--- src/rtl/line_buf_ctrl.sv ---
// Ping-pong line buffer controller: fills one bank per line while the other drains.
// Optional LBC_DROP_COUNT_EN adds a saturating 16-bit count of discarded lines.
module line_buf_ctrl #(
   parameter int DEPTH  = 65,
   parameter int ADDR_W = 16
) (
   input  logic              clk,
   input  logic              reset,
   input  logic              ls,
   input  logic              le,
   input  logic              pix_valid,
   input  logic [7:0]        pix_data,
   output logic              wr_en,
   output logic              wr_bank,
   output logic [ADDR_W-1:0] wr_addr,
   output logic [7:0]        wr_data,
   input  logic              rd_ready,
   output logic              rd_valid,
   output logic              rd_bank,
   output logic [ADDR_W-1:0] rd_addr,
   output logic              rd_last,
   output logic [1:0]        bank_full,
   output logic              drop_line
`ifdef LBC_DROP_COUNT_EN
   ,
   output logic [15:0]       drop_count
`endif
);

   typedef enum logic [1:0] {W_IDLE, W_FILL, W_DROP} w_state_t;
   typedef enum logic {R_IDLE, R_DRAIN} r_state_t;

   localparam logic [ADDR_W-1:0] DEPTH_A = ADDR_W'(DEPTH);
   localparam logic [ADDR_W-1:0] ONE_A   = ADDR_W'(1);

   w_state_t          w_state;
   r_state_t          r_state;
   logic              wsel;
   logic              rsel;
   logic [ADDR_W-1:0] count;
   logic [ADDR_W-1:0] len [2];
   logic              wr_ok;
   logic              line_done;
   logic              rd_accept;
   logic              rd_done;
   logic [1:0]        set_mask;
   logic [1:0]        clr_mask;

   // A line-start or line-end cycle never writes; ls restarts and le closes the line.
   assign wr_ok     = (w_state == W_FILL) && !ls && !le && pix_valid && (count < DEPTH_A);
   assign wr_en     = wr_ok;
   assign wr_bank   = wsel;
   assign wr_addr   = count;
   assign wr_data   = wr_ok ? pix_data : 8'h00;
   assign line_done = (w_state == W_FILL) && le && (count != '0);

   assign rd_valid  = (r_state == R_DRAIN);
   assign rd_bank   = rsel;
   assign rd_last   = rd_valid && (rd_addr == len[rsel] - ONE_A);
   assign rd_accept = rd_valid && rd_ready;
   assign rd_done   = rd_accept && rd_last;

   always_comb begin
      set_mask = 2'b00;
      clr_mask = 2'b00;
      if (line_done) set_mask[wsel] = 1'b1;
      if (rd_done)   clr_mask[rsel] = 1'b1;
   end

   // Write side: a line only lands in a free bank, otherwise it is dropped whole.
   always_ff @(posedge clk) begin
      if (reset) begin
         w_state   <= W_IDLE;
         wsel      <= 1'b0;
         count     <= '0;
         drop_line <= 1'b0;
         len[0]    <= '0;
         len[1]    <= '0;
      end else begin
         drop_line <= 1'b0;
         case (w_state)
            W_IDLE: begin
               if (ls) begin
                  if (!bank_full[wsel]) begin
                     w_state <= W_FILL;
                     count   <= '0;
                  end else begin
                     w_state   <= W_DROP;
                     drop_line <= 1'b1;
                  end
               end
            end
            W_FILL: begin
               if (le) begin
                  if (count != '0) begin
                     len[wsel] <= count;
                     wsel      <= ~wsel;
                  end
                  w_state <= W_IDLE;
               end else if (ls) begin
                  count <= '0;
               end else if (wr_ok) begin
                  count <= count + ONE_A;
               end
            end
            W_DROP: begin
               if (le) w_state <= W_IDLE;
            end
            default: w_state <= W_IDLE;
         endcase
      end
   end

   // Read side plus the shared full flags, which both sides may touch in one cycle.
   always_ff @(posedge clk) begin
      if (reset) begin
         r_state   <= R_IDLE;
         rsel      <= 1'b0;
         rd_addr   <= '0;
         bank_full <= 2'b00;
      end else begin
         bank_full <= (bank_full & ~clr_mask) | set_mask;
         case (r_state)
            R_IDLE: begin
               if (bank_full[rsel]) begin
                  r_state <= R_DRAIN;
                  rd_addr <= '0;
               end
            end
            R_DRAIN: begin
               if (rd_accept) begin
                  if (rd_last) begin
                     r_state <= R_IDLE;
                     rsel    <= ~rsel;
                     rd_addr <= '0;
                  end else begin
                     rd_addr <= rd_addr + ONE_A;
                  end
               end
            end
            default: r_state <= R_IDLE;
         endcase
      end
   end

`ifdef LBC_DROP_COUNT_EN
   always_ff @(posedge clk) begin
      if (reset) begin
         drop_count <= 16'h0000;
      end else if (drop_line && (drop_count != 16'hFFFF)) begin
         drop_count <= drop_count + 16'h0001;
      end
   end
`endif

endmodule
--- config.mk ---
export PLATFORM = sky130hd
export DESIGN_NAME = line_buf_ctrl
export DESIGN_NICKNAME = d
export VERILOG_FILES = /design/src/rtl/line_buf_ctrl.sv
export SDC_FILE = /design/constraint.sdc
export NUM_CORES = 1
export LEC_CHECK = 0
export ABC_AREA = 1
export BUFFER_PORTS_ARGS = -buffer_cell sky130_fd_sc_hd__clkbuf_2
export CORE_MARGIN = 5
export CORE_UTILIZATION = 35
export DETAILED_ROUTE_END_ITERATION = 16
export PLACE_DENSITY = 0.62
export REMOVE_ABC_BUFFERS = 1
export SLEW_MARGIN = 20
export SYNTH_ARGS = -nofsm -noshare
export SYNTH_HDL_FRONTEND = slang
export SYNTH_SLANG_ARGS = --single-unit
--- constraint.sdc ---
create_clock -name clk -period 2.6 [get_ports clk]
set_clock_uncertainty 0.1 [all_clocks]
set_input_delay 0.26 -clock clk [delete_from_list [all_inputs] [get_ports clk]]
set_output_delay 0.26 -clock clk [all_outputs]
set_load 0.02 [all_outputs]
======== Word level (Yosys, flattened, before mapping) ========
Memory sizes are Yosys's and may differ from the RTL's. A register that Yosys moved wholly into a read port is not among the register bits.
Index checks and enable logic that the tools add are counted.
word-level totals
  flip-flop bits (word level) ............. 40
  bits in writable memories ............... 32
  bits of input ports ..................... 14
  logic and storage cells ................. 101
  memories kept ........................... 1
memory list
  name  depth  bits a word  rd ports  clocked after memory_dff  wr ports  RTL line  source
  len   2      16           1         1                         2         41        logic [ADDR_W-1:0] len [2];
cells by class
  add/sub/neg operators ................... 3
  $lt $le $gt $ge ......................... 5
  equality and inequality tests ........... 10
  mux-type cells .......................... 42
  bitwise gates (word level) .............. 8
  reduce and logical (&&, ||, !) cells .... 24
operators with widths
  operator                                             count
  2-to-1 mux 16 bit                                    9
  case mux 16 bit (2 select lines)                     2
  adder 16 x 1 -> 16 bit, second input constant        2
  2-to-1 mux 1 bit                                     21
  == test 16 bit                                       1
  < comparator 16 x 7 -> 1 bit, second input constant  1
  nonzero test 16 bit                                  1
  OR reduction 16 bit                                  1
  subtractor 16 x 1 -> 16 bit, second input constant   1
  logical AND 1 bit                                    11
  2-to-1 mux 2 bit                                     5
  2-to-1 mux 8 bit                                     1
  != test 2 bit, second input constant                 4
  AND reduction 3 bit                                  2
  NOT 1 bit                                            5
  AND reduction 5 bit                                  1
  < comparator 1 x 2 -> 1 bit, second input constant   2
  != test 2 x 1 -> 1 bit, second input constant        2
  case mux 2 bit (2 select lines)                      1
  AND reduction 2 bit                                  2
  != test 3 bit, second input constant                 1
  OR reduction 3 bit                                   1
  bitwise AND 2 bit                                    1
  demux 1 bit (select 1 bit)                           2
  other kinds (10)                                     12

======== Logic depth before layout (Yosys ltp) ========
  word-level depth ........................ 9
  gate-level depth with buffers ........... 20
  mapped depth without buffers ............ 18

======== Least setup slack after synthesis ========
No wires, ideal clock.
  path type ............................... register to output
  start point ............................. reg with a tool-made name
  end point ............................... out rd_last
  arrival time ............................ 2.356 ns
  required time ........................... 2.240 ns
  slack ................................... -0.116 ns
  stages on the path, launching flop included .. 15
  buffers on the path ..................... 2
  cell sequence ........................... dfxtp_1 > buf_6 > inv_4 > buf_8 > nand2_2 > nand2_4 > ha_1 > a21boi_0 > o21ai_0 > nor3_1 > nand3_1 > nor3_1 > nor3b_1 > nand3_1 > nor3_1
RTL lines
  item              RTL line  source
  end: declaration  21        output logic rd_last,

==> summary.txt <==
Timing
  – Final min period: around 2.8 ns
  – Max Fclk: between 300 and 400 MHz
  – Final Hold Fails: 0
  – Worst setup margin: -0.201 ns
  – Worst-margin pin slew: approximately 0.57 ns
  – Unrepaired setup endpoints after global routing: yes
  – Final setup viols: 1
  – Rel. slew slack: between 60% and 70%
  – Fin. max-slew vios: 0
  – Final period util: 108%
  – Fin Setup TNS: -0.201 ns
  – Hold_ws: ~0.11 ns

Clock network
  – H-tree lvl count: 3
  – CTS tree: yes
  – Post-CTS Hold Buffers: 0
  – Clock Pin Slew Worst Setup and Hold Paths: 0.06 ns
  – Worst-skew pair later-pin latency: about 0.34 ns
  – Maximum clock insertion buffer count: 2
  – CTS Buf Count: 9
  – Clock sinks: 73
  – Clock root buffer: clkbuf_16

Logic synthesis
  – Leading area contributor after synthesis: edfxtp_1
  – Number of synthesized flops with an enable pin: 32
  – Synth cell types: 44
  – Cells after Synth: ~650
  – Yosys top cell area share: slightly above 20%
  – Post-Syn Area per Cell: 7.16 µm²
  – Most common library cells after synthesis: nand2_1, inv_1, nor2_1
  – Seq cells post-synth: 73
  – Synthesized area: 4630 µm²
  – Count leader, synth: nand2_1
  – Main synth FF type: dfxtp_1
  – Top cells by area, synth: edfxtp_1, dfxtp_1, nand2_1
  – Async SR Flop Fraction: 0%
  – YS warnings: 0
  – Register area share after synthesis: 38.4%

Detailed routing
  – Final WL: 11.3 mm
  – Via-to-Cell Ratio: 4.58
  – Routed len/inst: 12.4 µm
  – DRC violations left: 0
  – Detailed-routing wirelength on met1: roughly 5.3 mm
  – DR pass1 iterations: 4
  – Initial DRC count: roughly 140
  – Antenna Violating Nets Remaining: 0
  – Via count: 4166
  – Max Used Layer: met4
  – Met2 Wirelength: 5.25 mm
  – Met3 wire length: approximately 560 µm

Global routing
  – Grt ovf: 0
  – Largest net degree at the start of global routing: 21
  – Initial antenna violation count: 0
  – Via count of the first global-routing pass: between 4000 and 5000
  – GRT Resource Usage Total: 15.1%
  – Global-route wire length before repair: about 20 mm

Worst setup path
  – Crit path required time: around 2.2 ns
  – R2r setup slk: between 0.2 and 0.25 ns
  – Maximum fanout along the worst path: 6
  – Crit start category: flop
  – Worst EP arrival: about 2.4 ns
  – CP Capture Type: output port
  – R2R cell count: 18
  – Critical path class: reg2out
  – FF-to-FF End: rd_addr[0]

Floorplan
  – Die Y: approximately 130 µm
  – Initial Util: 35.3%
  – FP Rows: 42
  – Die width: about 130 µm
  – Core Region: around 13000 µm²
  – Die area: approximately 16000 µm²
  – Num ports: 62

Run status
  – Failing checks: negative setup slack
  – Status: complete, but fails checks

Final layout
  – Area Growth Syn to Fin: 22.2%
  – Share of layout cells above drive strength 1: between 20 and 30%
  – Util after Layout: a little over two fifths
  – Non-filler cells in the finished layout: 910
  – FILL cells: between 1000 and 1500
  – Fin nets: 750
  – Antenna cells: 0

Pwr
  – Tot Pwr: between 3 and 4 mW
  – Power per cell area: around 570 nW/µm²
  – Max VDD drop: about 0.51 mV
  – Leak Pwr: approximately 2.6 nW

Worst hold path
  – Hold Path End: drop_line
  – Min-delay src: ls
  – Worst hold stages: 3
  – Hold crit path type: in2reg

Placement
  – Port Buffers: 61
  – Routability cong.: between 0.8 and 0.9
  – DP HPWL: between 8 and 9 mm
  – Inst Count DP: slightly below 900

Run
  – Max cap viols: 0
[cell usage in the layout (no fill, tap or decap), types with 3 or more instances in the layout]
cell type	netlist	layout
clkbuf_16	0	9
nor4_1	8	8
nand4_1	11	11
nand2_4	5	6
a21oi_1	22	22
o21ai_1	3	3
buf_4	1	26
xor2_1	17	17
inv_2	10	10
nand3_1	35	34
nor2_4	6	6
a21oi_2	6	6
nand3b_1	3	3
nor3_2	0	3
clkbuf_2	0	60
nand2_1	167	164
nand3_2	8	9
nor2_1	72	71
inv_1	95	95
nor3_1	20	17
nand2_2	25	27
dfxtp_1	41	40
o21ai_0	12	11
ha_1	7	6
edfxtp_1	32	32
nor2_2	7	8
[layout make-up]
class	count	area [µm²]	share of cell area, %
clock inverters	6	90.1	1.59
inverters	107	404	7.13
flip-flops and latches	73	1790	31.5
repair buffers	88	527	9.30
clock buffers	10	239	4.22
multi-input cells	450	2400	42.3
well taps	176	220	3.89
[worst max-delay path: stages (launching register included)]
cell     delay [ns]
dfxtp_4        0.36
inv_4          0.08
nand2_2        0.07
nand2_4        0.09
ha_4           0.15
nand3_4        0.09
nor2_4         0.16
nand2_2        0.09
inv_2          0.06
nand2_1        0.07
nand3_2        0.08
nand4_1        0.11
nor3b_2        0.20
nand3_1        0.11
nor3_2         0.21
buf_4          0.18
[cells by family (layout without fill, tap and decap cells)]
family / after synthesis / in the layout / share of synthesized area [%]
buffers and inverters: 124 / 211 / 11.1
adders and majority gates: 7 / 7 / 1.89
AOI/OAI and AO/OA: 49 / 49 / 6.07
DFF: 73 / 73 / 38.4
xor gates and xnor gates: 18 / 18 / 3.40
and+or+nand+nor: 376 / 376 / 39.1
[state kept, by name (all words and copies together) (netlist names), named ones only]
signal and cells:
bank_full 2, drop_line 1, len 32, rd_addr 16, rd_bank 1, rd_valid 1
w_state 2, wr_addr 16, wr_bank 1
[what timing repair did]
action,CTS,global route
setup endpoints to repair,1,2
setup buffers,0,2
pin swaps,3,10
gates resized for setup,13,11
gates cloned,0,0
[stage by stage]
stage                     worst slack (ns)  area, µm²
after floorplan                     -0.557       4520
after global placement             -0.0795       5240
after detailed placement           -0.0594       5240
after CTS                           -0.128       5610
after global routing                -0.375       5660
final                               -0.201       5660
[how the worst max path moves through the flow]
stage / from / endpoint / depth (start not counted)
6_report: flop / rd_last / 15
5_1_grt: flop / rd_last / 13
4_1_cts: len[0][1] / rd_last / 15
3_5_place_dp: flop / rd_last / 13
3_3_place_gp: flop / rd_last / 13
2_1_floorplan: flop / rd_last / 12
[metal layers]
| metal | GRT usage, % | up-vias |
|---|---|---|
| li1 | - | 2202 |
| met1 | 20.0 | 1869 |
| met2 | 24.5 | 83 |
| met3 | 3.50 | 12 |
| met4 | 4.59 | 0 |
| met5 | 0 | - |
[power by group]
group,leakage [nW],internal (mW),switching [mW]
logic,1.76,0.198,0.397
clock network,0.161,0.869,0.491
registers,0.662,1.25,0.0360
(Power assumes the default switching activity.)
